$ cat config.mk
export PLATFORM = sky130hd
export DESIGN_NAME = mem8x8_ctrl
export DESIGN_NICKNAME = d
export VERILOG_FILES = /design/src/rtl/mem8x8_ctrl.sv
export SDC_FILE = /design/constraint.sdc
export NUM_CORES = 1
export LEC_CHECK = 0
export ABC_AREA = 1
export BUFFER_PORTS_ARGS = -buffer_cell sky130_fd_sc_hd__buf_2
export CAP_MARGIN = 20
export CORE_MARGIN = 2
export CORE_UTILIZATION = 51
export DETAILED_ROUTE_END_ITERATION = 8
export GPL_ROUTABILITY_DRIVEN = 0
export MAX_ROUTING_LAYER = met4
export PLACE_DENSITY_LB_ADDON = 0.2
export SYNTH_ARGS = -nofsm -noshare
export SYNTH_HDL_FRONTEND = slang
export SYNTH_SLANG_ARGS = --single-unit
$ cat constraint.sdc
create_clock -name clk -period 1.7 [get_ports clk]
set_input_delay 0.34 -clock clk [delete_from_list [all_inputs] [get_ports clk]]
set_output_delay 0.34 -clock clk [all_outputs]
set_load 0.01 [all_outputs]
$ cat src/rtl/mem8x8_ctrl.sv
// ---------------------------------------------------------------------------
// mem8x8_ctrl
// Host-side controller for an 8-row array of bytecell storage cells.
// It turns each host read or write into cell-level strobes. The strobe
// sequence is: setup (row select low, op/data stable), then strobe (one-hot
// row select high), then done (one-cycle ack). Read data is captured from
// the array on the edge that ends the last strobe cycle.
//
// Optional feature macro: READBACK_VERIFY_EN
//   When defined, every write is followed by a verify read of the same row
//   (VSETUP/VSTROBE). The data read back is compared with the written data,
//   and verr is raised together with ack when they differ. When undefined,
//   verr is held at 0 and the port list is unchanged.
//
// Ports
//   clk       in   1         rising-edge clock
//   rst       in   1         synchronous reset, active-high
//   req       in   1         host request (level), sampled only in IDLE
//   we        in   1         1 = write, 0 = read; latched with req
//   addr      in   ADDR_W    row index; latched with req
//   wdata     in   DATA_W    write data; latched with req
//   ack       out  1         one-cycle completion pulse
//   busy      out  1         high in every state except IDLE
//   rdata     out  DATA_W    last read result, held until the next read's ack
//   verr      out  1         readback mismatch, valid with ack
//   mem_sel   out  NUM_ROWS  one-hot row select to the array
//   mem_op    out  1         1 = write, 0 = read/hold
//   mem_inp   out  DATA_W    write data broadcast to all rows
//   mem_outp  in   DATA_W    selected row's output from the array
// ---------------------------------------------------------------------------
module mem8x8_ctrl #(
  parameter int ADDR_W     = 3,
  parameter int DATA_W     = 8,
  parameter int SETUP_CYC  = 1,
  parameter int STROBE_CYC = 2
) (
  input  logic                     clk,
  input  logic                     rst,
  input  logic                     req,
  input  logic                     we,
  input  logic [ADDR_W-1:0]        addr,
  input  logic [DATA_W-1:0]        wdata,
  output logic                     ack,
  output logic                     busy,
  output logic [DATA_W-1:0]        rdata,
  output logic                     verr,
  output logic [(2**ADDR_W)-1:0]   mem_sel,
  output logic                     mem_op,
  output logic [DATA_W-1:0]        mem_inp,
  input  logic [DATA_W-1:0]        mem_outp
);

  localparam int NUM_ROWS = 2**ADDR_W;
  localparam int MAX_CYC  = (SETUP_CYC > STROBE_CYC) ? SETUP_CYC : STROBE_CYC;
  localparam int CNT_W    = (MAX_CYC > 1) ? $clog2(MAX_CYC) : 1;

  // The counter counts down to zero, so each phase loads (cycles - 1).
  localparam logic [CNT_W-1:0] SETUP_LOAD  = CNT_W'(SETUP_CYC - 1);
  localparam logic [CNT_W-1:0] STROBE_LOAD = CNT_W'(STROBE_CYC - 1);
  localparam logic [CNT_W-1:0] CNT_ZERO    = {CNT_W{1'b0}};
  localparam logic [CNT_W-1:0] CNT_ONE     = CNT_W'(1);

  typedef enum logic [2:0] {
    ST_IDLE    = 3'd0,
    ST_SETUP   = 3'd1,
    ST_STROBE  = 3'd2,
    ST_VSETUP  = 3'd3,
    ST_VSTROBE = 3'd4,
    ST_DONE    = 3'd5
  } state_t;

  state_t              state_r;
  logic [CNT_W-1:0]    cnt_r;
  logic                we_r;
  logic [ADDR_W-1:0]   addr_r;
`ifdef READBACK_VERIFY_EN
  logic [DATA_W-1:0]   wdata_r;
`endif

  // One-hot row decode; exactly one bit set for every address.
  function automatic logic [NUM_ROWS-1:0] row_decode(input logic [ADDR_W-1:0] a);
    logic [NUM_ROWS-1:0] v;
    v = {{(NUM_ROWS-1){1'b0}}, 1'b1} << a;
    return v;
  endfunction

  // Transaction FSM with all host- and array-side outputs registered.
  always_ff @(posedge clk) begin
    if (rst) begin
      state_r <= ST_IDLE;
      cnt_r   <= CNT_ZERO;
      we_r    <= 1'b0;
      addr_r  <= {ADDR_W{1'b0}};
`ifdef READBACK_VERIFY_EN
      wdata_r <= {DATA_W{1'b0}};
`endif
      ack     <= 1'b0;
      busy    <= 1'b0;
      rdata   <= {DATA_W{1'b0}};
      verr    <= 1'b0;
      mem_sel <= {NUM_ROWS{1'b0}};
      mem_op  <= 1'b0;
      mem_inp <= {DATA_W{1'b0}};
    end else begin
      ack <= 1'b0;
      case (state_r)
        ST_IDLE: begin
          mem_sel <= {NUM_ROWS{1'b0}};
          if (req) begin
            we_r    <= we;
            addr_r  <= addr;
`ifdef READBACK_VERIFY_EN
            wdata_r <= wdata;
`endif
            // op/data are changed here while no row is selected.
            mem_op  <= we;
            mem_inp <= we ? wdata : {DATA_W{1'b0}};
            cnt_r   <= SETUP_LOAD;
            busy    <= 1'b1;
            state_r <= ST_SETUP;
          end else begin
            mem_op  <= 1'b0;
            busy    <= 1'b0;
          end
        end

        ST_SETUP: begin
          if (cnt_r == CNT_ZERO) begin
            mem_sel <= row_decode(addr_r);
            cnt_r   <= STROBE_LOAD;
            state_r <= ST_STROBE;
          end else begin
            cnt_r   <= cnt_r - CNT_ONE;
          end
        end

        ST_STROBE: begin
          if (cnt_r == CNT_ZERO) begin
            // Deselect and drop op on the same edge.
            // The cell samples the pre-edge values, so the write completes cleanly.
            mem_sel <= {NUM_ROWS{1'b0}};
            mem_op  <= 1'b0;
            if (!we_r) begin
              rdata <= mem_outp;
            end else begin
              rdata <= rdata;
            end
`ifdef READBACK_VERIFY_EN
            if (we_r) begin
              cnt_r   <= SETUP_LOAD;
              state_r <= ST_VSETUP;
            end else begin
              verr    <= 1'b0;
              ack     <= 1'b1;
              state_r <= ST_DONE;
            end
`else
            verr    <= 1'b0;
            ack     <= 1'b1;
            state_r <= ST_DONE;
`endif
          end else begin
            cnt_r   <= cnt_r - CNT_ONE;
          end
        end

`ifdef READBACK_VERIFY_EN
        ST_VSETUP: begin
          if (cnt_r == CNT_ZERO) begin
            mem_sel <= row_decode(addr_r);
            cnt_r   <= STROBE_LOAD;
            state_r <= ST_VSTROBE;
          end else begin
            cnt_r   <= cnt_r - CNT_ONE;
          end
        end

        ST_VSTROBE: begin
          if (cnt_r == CNT_ZERO) begin
            // Verify reads never touch rdata; they only set verr.
            mem_sel <= {NUM_ROWS{1'b0}};
            verr    <= (mem_outp != wdata_r);
            ack     <= 1'b1;
            state_r <= ST_DONE;
          end else begin
            cnt_r   <= cnt_r - CNT_ONE;
          end
        end
`endif

        ST_DONE: begin
          // Any req seen in this state is dropped; a new one is taken in IDLE.
          mem_sel <= {NUM_ROWS{1'b0}};
          mem_op  <= 1'b0;
          busy    <= 1'b0;
          state_r <= ST_IDLE;
        end

        default: begin
          mem_sel <= {NUM_ROWS{1'b0}};
          mem_op  <= 1'b0;
          busy    <= 1'b0;
          state_r <= ST_IDLE;
        end
      endcase
    end
  end

endmodule

==> run summary, run 1 <==
status -> completed
dpl hpwl -> 2.07 mm
Inserted Clock Buffers -> 5
io pins -> 51
clock skew -> 0.00675 ns
router iterations before antenna repair -> 4
Power Dens Cells -> 1140 nW/um^2
Synth Net Count -> 196
RSZ-0062 raised after global routing -> no
antenna cell count -> 0
post-synthesis cell type count -> 24
dpl cells -> 245
synthesized area -> 1400 um^2
htree depth -> 2
worst r2r src -> state_r[2]$_SDFFE_PP0P_
worst hold path class -> primary input to flop
Finish-stage setup viols -> 0
Mean Syn Cell Area -> 8.06 um^2
crit path from -> state_r[2]$_SDFFE_PP0P_
routed via count -> 1296
Compound-Gate Fraction of Synth Area -> 0.158
largest net degree at the start of global routing -> 24
starting density of the core -> 0.548
final WL -> 2.86 mm
Overall Global Routing Usage -> 0.200
Die Width -> 56.3 um
first-pass GRT wire length -> 4.74 mm
WHS -> 0.260 ns
post-synthesis mux area share -> 0
Worst Min Path Start -> wdata[2]
row count -> 18
layout cells sized above 1 -> 0.314
Setup Total Neg Slack -> 0 ns
port bufs -> 49
commonest non-fill, non-tap cell in the layout -> buf_2
die area -> 3170 um^2
Final Hold Vio Count -> 0
Critical Path RT -> 1.92 ns
core area -> 2540 um^2
Die H -> 56.3 um
Mapped Cells -> 173
simple-gate area share of the yosys netlist -> 0.243
Root Buffer -> clkbuf_4
Post-Synth Adder-Cell Area -> 0
largest family of logic cells by synthesized area -> simple AND/OR/NAND/NOR gates
static leakage -> 0.778 nW
Max-Cap Viols -> 0
Synth Area in XOR/XNOR -> 0
critical path arrival -> 1.48 ns
worst-skew pair later-pin latency -> 0.33 ns
Final Slew Violations -> 0
grt ovf -> 0
Avg WL per Cell -> 11.3 um
CTS Hold Bufs -> 0
Post-CTS Repair Setup Buffers -> 0
Layout Area Growth over Synthesis -> 22.3%
final critical-path required period -> 1.26 ns
Worst VDD drop -> 0.822 mV
vias per cell -> 5.12
period utilisation layout -> 0.743
Synth Warn # -> 0
most frequent cells in the layout -> buf_2 (49), dfxtp_1 (35), a21oi_1 (33)
CTS tree -> built
Nets -> 245
post-synthesis sequential area ratio -> 0.502
clk slew on worst S/H paths -> 0.10 ns
crit-path max FO -> 16
Setup CP Type -> flop to flop
CTS resizes -> 0
Longest Clk Path Bufs -> 2
DRC -> 0
Worst setup EP type -> flop
crit start category -> flop
First DRT Iteration DRCs -> 26
initial antenna violation count -> 0
number of global-route vias before repair -> 1120
maximum clock frequency -> 792 MHz
post-route ant nets -> 0
CTS Sinks -> 35
post-synthesis register bit count -> 35
non-filler cells, final -> 253
==> sequential cells by signal, summed over array words and instances, names as in the netlist <==
name,flops
mem_inp,8
mem_sel,8
rdata,8
addr_r,3
state_r,3
ack,1
busy,1
cnt_r,1
mem_op,1
we_r,1
==> kinds of logic (layout without fill, tap and decap cells) <==
| kind of cell | after synthesis | after routing |
|---|---|---|
| simple gates | 64 | 64 |
| compound gates | 44 | 44 |
| flops | 35 | 35 |
| buf+inv | 29 | 79 |
| other cells | 1 | 1 |
==> through the flow <==
step | setup slack (ns) | total power [mW] | util | instance area [um^2]
after floorplan | 0.602 | 1.34 | - | 1400
after global placement | 0.532 | 1.44 | 0.644 | 1640
final | 0.437 | 1.95 | 0.671 | 1710
after CTS | 0.437 | 1.97 | 0.671 | 1710
after global routing | 0.342 | 2.07 | 0.671 | 1710
after detailed placement | 0.450 | 1.46 | 0.644 | 1640
==> worst max-delay path, stage by stage (launching register included) <==
cell and delay [ns]:
dfxtp_1 0.38, nor2_4 0.21, nand3_2 0.26, o21ai_0 0.25, a21oi_1 0.06
==> synth_stat cells (all sizes together) <==
cell type	count	area [um^2]
o21ai	11	55.1
nor2	8	56.3
inv	19	71.3
conb	1	3.75
clkbuf	3	11.3
nor3	2	10.0
dfxtp	35	701
nand3	30	168
clkinv	1	5.00
nand2	24	105
buf	6	43.8
a21oi	33	165
==> power breakdown <==
group          internal, mW  total [mW]  switching [mW]
clock                 0.243       0.506           0.263
combinational         0.168       0.478           0.310
sequential            0.904       0.969          0.0641
total                  1.32        1.95           0.637
==> metal layers <==
layer | part of all wire | up-vias | GRT usage
met5 | 0 | - | -
met4 | 0.0091 | 0 | 0.0816
met3 | 0.083 | 2 | 0.0806
met2 | 0.48 | 50 | 0.326
met1 | 0.43 | 578 | 0.217
li1 | - | 666 | -
==> final cells by class <==
type	instances	area, um^2
inverter	20	76.3
sequential	35	701
timing repair buffer	51	260
multi-input combinational	109	563
fill	231	838
clock buffer	8	68.8
tap	30	37.5
==> worst paths after layout <==
path              depth (start not counted)                 endpoint  slack [ns]
setup / recovery                          4    rdata[5]$_SDFFE_PP0P_        0.44
hold / removal                            3  mem_inp[2]$_SDFFE_PP0P_        0.26
setup reg to reg                          4    rdata[5]$_SDFFE_PP0P_        0.44
hold reg to reg                           2    rdata[4]$_SDFFE_PP0P_        0.45
(Power assumes the default switching activity.)
==> run 2, diff against run 1 <==
--- a/config.mk
+++ b/config.mk
@@ -5,11 +5,11 @@
 export SDC_FILE = /design/constraint.sdc
 export NUM_CORES = 1
 export LEC_CHECK = 0
-export ABC_AREA = 1
+export ABC_AREA = 0
 export BUFFER_PORTS_ARGS = -buffer_cell sky130_fd_sc_hd__buf_2
 export CAP_MARGIN = 20
 export CORE_MARGIN = 2
-export CORE_UTILIZATION = 51
+export CORE_UTILIZATION = 44
 export DETAILED_ROUTE_END_ITERATION = 8
 export GPL_ROUTABILITY_DRIVEN = 0
 export MAX_ROUTING_LAYER = met4
==> constraint.sdc (replaced) <==
create_clock -name clk -period 1.1 [get_ports clk]
set_input_delay 0.22 -clock clk [delete_from_list [all_inputs] [get_ports clk]]
set_output_delay 0.22 -clock clk [all_outputs]
set_load 0.01 [all_outputs]
==> run summary, run 2 <==
status -> finished with violations
violated checks -> setup timing
post-synthesis cell type count -> 31
starting density of the core -> 0.470
main flop type after synthesis -> dfxtp_1
post-layout worst setup margin -> -0.167 ns
top cell type's share of synthesized area -> 0.485
number of global-route vias before repair -> 1229
Critical Path RT -> 1.34 ns
Final Slew Violations -> 0
Die Width -> 61.3 um
port bufs -> 49
Synth Warn # -> 0
cell with the most instances after synthesis -> dfxtp_1
Root Buffer -> clkbuf_4
Cell Chain, Critical Path -> or4b_4 > nand2_1 > a21oi_2
vias per cell -> 5.10
Max-Cap Viols -> 0
post-synthesis sequential area ratio -> 0.485
core area -> 3080 um^2
Regs by FF count -> mem_inp (8), mem_sel (8), rdata (8)
area leader, netlist -> dfxtp_1
Final Hold Vio Count -> 0
clk slew on worst S/H paths -> 0.10 ns
Multi-input gate area -> 776 um^2
maximum clock frequency -> 789 MHz
Power Dens Cells -> 1310 nW/um^2
Setup WS pre-CTS -> -0.169 ns
Layout Area Growth over Synthesis -> 38.2%
DRC -> 0
initial antenna violation count -> 0
First DRT Iteration DRCs -> 37
io pins -> 51
Finish-stage setup viols -> 31
period utilisation layout -> 1.15
Mean Syn Cell Area -> 9.38 um^2
ys async rst share -> 0
worst hold path class -> primary input to flop
Avg WL per Cell -> 13.2 um
placed instance area -> 1780 um^2
grt ovf -> 0
synthesized area -> 1450 um^2
EDFF count, synth -> 0
worst-skew pair later-pin latency -> 0.34 ns
RSZ-0062 raised after global routing -> yes
Overall Global Routing Usage -> 0.200
first-pass GRT wire length -> 5.26 mm
dpl hpwl -> 2.23 mm
CTS Sinks -> 35
Mapped Cells -> 154
Worst VDD drop -> 0.807 mV
most frequent cells in the layout -> buf_2 (50), dfxtp_1 (27), nand2b_1 (16)
slowest stage delay, CP -> 0.60 ns
Inserted Clock Buffers -> 5
fillcell total -> 272
final critical-path required period -> 1.27 ns
Synth Net Count -> 177
largest net degree at the start of global routing -> 17
Setup CP Type -> flop to flop
Worst setup EP type -> flop
crit start category -> flop
layout cells sized above 1 -> 0.488
largest family of logic cells by synthesized area -> simple AND/OR/NAND/NOR gates
Synth area leaders -> dfxtp_1 (48%), nand2b_1 (6.9%), a21oi_1 (5.5%)
routed via count -> 1332
design area -> 2000 um^2
Die H -> 61.3 um
die area -> 3760 um^2
Synth Area in XOR/XNOR -> 0.00606
static leakage -> 0.873 nW
post-route ant nets -> 0
htree depth -> 2
simple-gate area share of the yosys netlist -> 0.272
row count -> 20
clock skew -> 0.00284 ns
post-synthesis register bit count -> 35
Crit path max-delay family -> simple AND/OR/NAND/NOR gates
Post-Synth Adder-Cell Area -> 0
Worst Path Buf+Inv -> 0
sequential cell area -> 718 um^2
router iterations before antenna repair -> 4
post-synthesis mux area share -> 0.0554
slowest CP cell -> or4b_4
CTS Hold Bufs -> 0
Post-synth top cells -> dfxtp_1 (35), nand2_1 (17), a21oi_1 (16), nand2b_1 (16)
final WL -> 3.44 mm
critical path arrival -> 1.50 ns
Compound-Gate Fraction of Synth Area -> 0.128
crit-path max FO -> 6
Nets -> 239
Longest Clk Path Bufs -> 2
commonest non-fill, non-tap cell in the layout -> buf_2
CTS tree -> built
antenna cell count -> 0
run 2: cell types whose count changed after synthesis, moves of 6 or more:
| cell | change |
|---|---|
| a21oi_1 | -17 |
| inv_1 | -16 |
| mux2i_1 | +8 |
| nand2b_1 | +16 |
| nand3_1 | -20 |
| o21ai_0 | -6 |
run 2: worst paths after layout:
path / end / startpoint / slack [ns] / cells past startpoint
min reg2reg: mem_inp[4]$_SDFFE_PP0P_ / mem_inp[4]$_SDFFE_PP0P_ / 0.46 / 2
max reg2reg: mem_inp[2]$_SDFFE_PP0P_ / state_r[2]$_SDFFE_PP0P_ / -0.17 / 3
min: addr_r[1]$_SDFFE_PP0P_ / addr[1] / 0.11 / 3
max: mem_inp[2]$_SDFFE_PP0P_ / state_r[2]$_SDFFE_PP0P_ / -0.17 / 3
run 2: power breakdown:
| part | switching (mW) | total [mW] | internal (mW) | leakage [nW] |
|---|---|---|---|---|
| Sequential | 0.0717 | 1.41 | 1.34 | 0.289 |
| Combinational | 0.260 | 0.541 | 0.282 | 0.555 |
| Clock | 0.428 | 0.677 | 0.249 | 0.0293 |
run 2: layout make-up:
cell class | count | area share
Clock buffer | 7 | 0.0226
Clock inverter | 1 | 0.00251
Inverter | 1 | 0.00188
Multi-Input combinational cell | 107 | 0.388
Sequential cell | 35 | 0.360
Tap cell | 44 | 0.0276
Timing Repair Buffer | 66 | 0.197
run 2: what timing repair did:
action / CTS / global route
pin swaps: 4 / 14
buffers inserted: 3 / 2
cloned: 1 / 1
endpoints found under the setup margin: 28 / 37
resized for setup: 11 / 26
run 2: worst reg2reg max path, stage by stage, from the launching register on:
cell and delay (ns):
dfxtp_4 0.38, or4b_4 0.60, nand2_1 0.12, a21oi_2 0.06
run 2: through the flow:
stage	hold slack (ns)	instances	TNS (ns)	utilization	total power, mW
CTS	0.0969	259	-2.79	0.615	2.57
global placement	0.438	247	-3.10	0.578	1.85
finish	0.106	261	-3.13	0.649	2.63
global route	0.0838	261	-4.64	0.649	2.77
floorplan	0.356	154	-4.21	-	1.72
detailed placement	0.445	247	-3.78	0.578	1.86
run 2: routing by layer:
metal	up-vias	global-route usage	wire, um
met5	-	-	0
met4	0	0.0870	61
met3	5	0.0630	211
met2	45	0.312	1660
met1	624	0.238	1510
li1	658	-	-
run 2: cell families (layout without fill, tap and decap cells):
| group | count (synthesis) | count (layout) |
|---|---|---|
| flops | 35 | 35 |
| other cells | 1 | 1 |
| xor+xnor | 1 | 1 |
| mux | 8 | 8 |
| simple gates | 67 | 68 |
| compound gates | 29 | 29 |
| buf+inv | 13 | 75 |
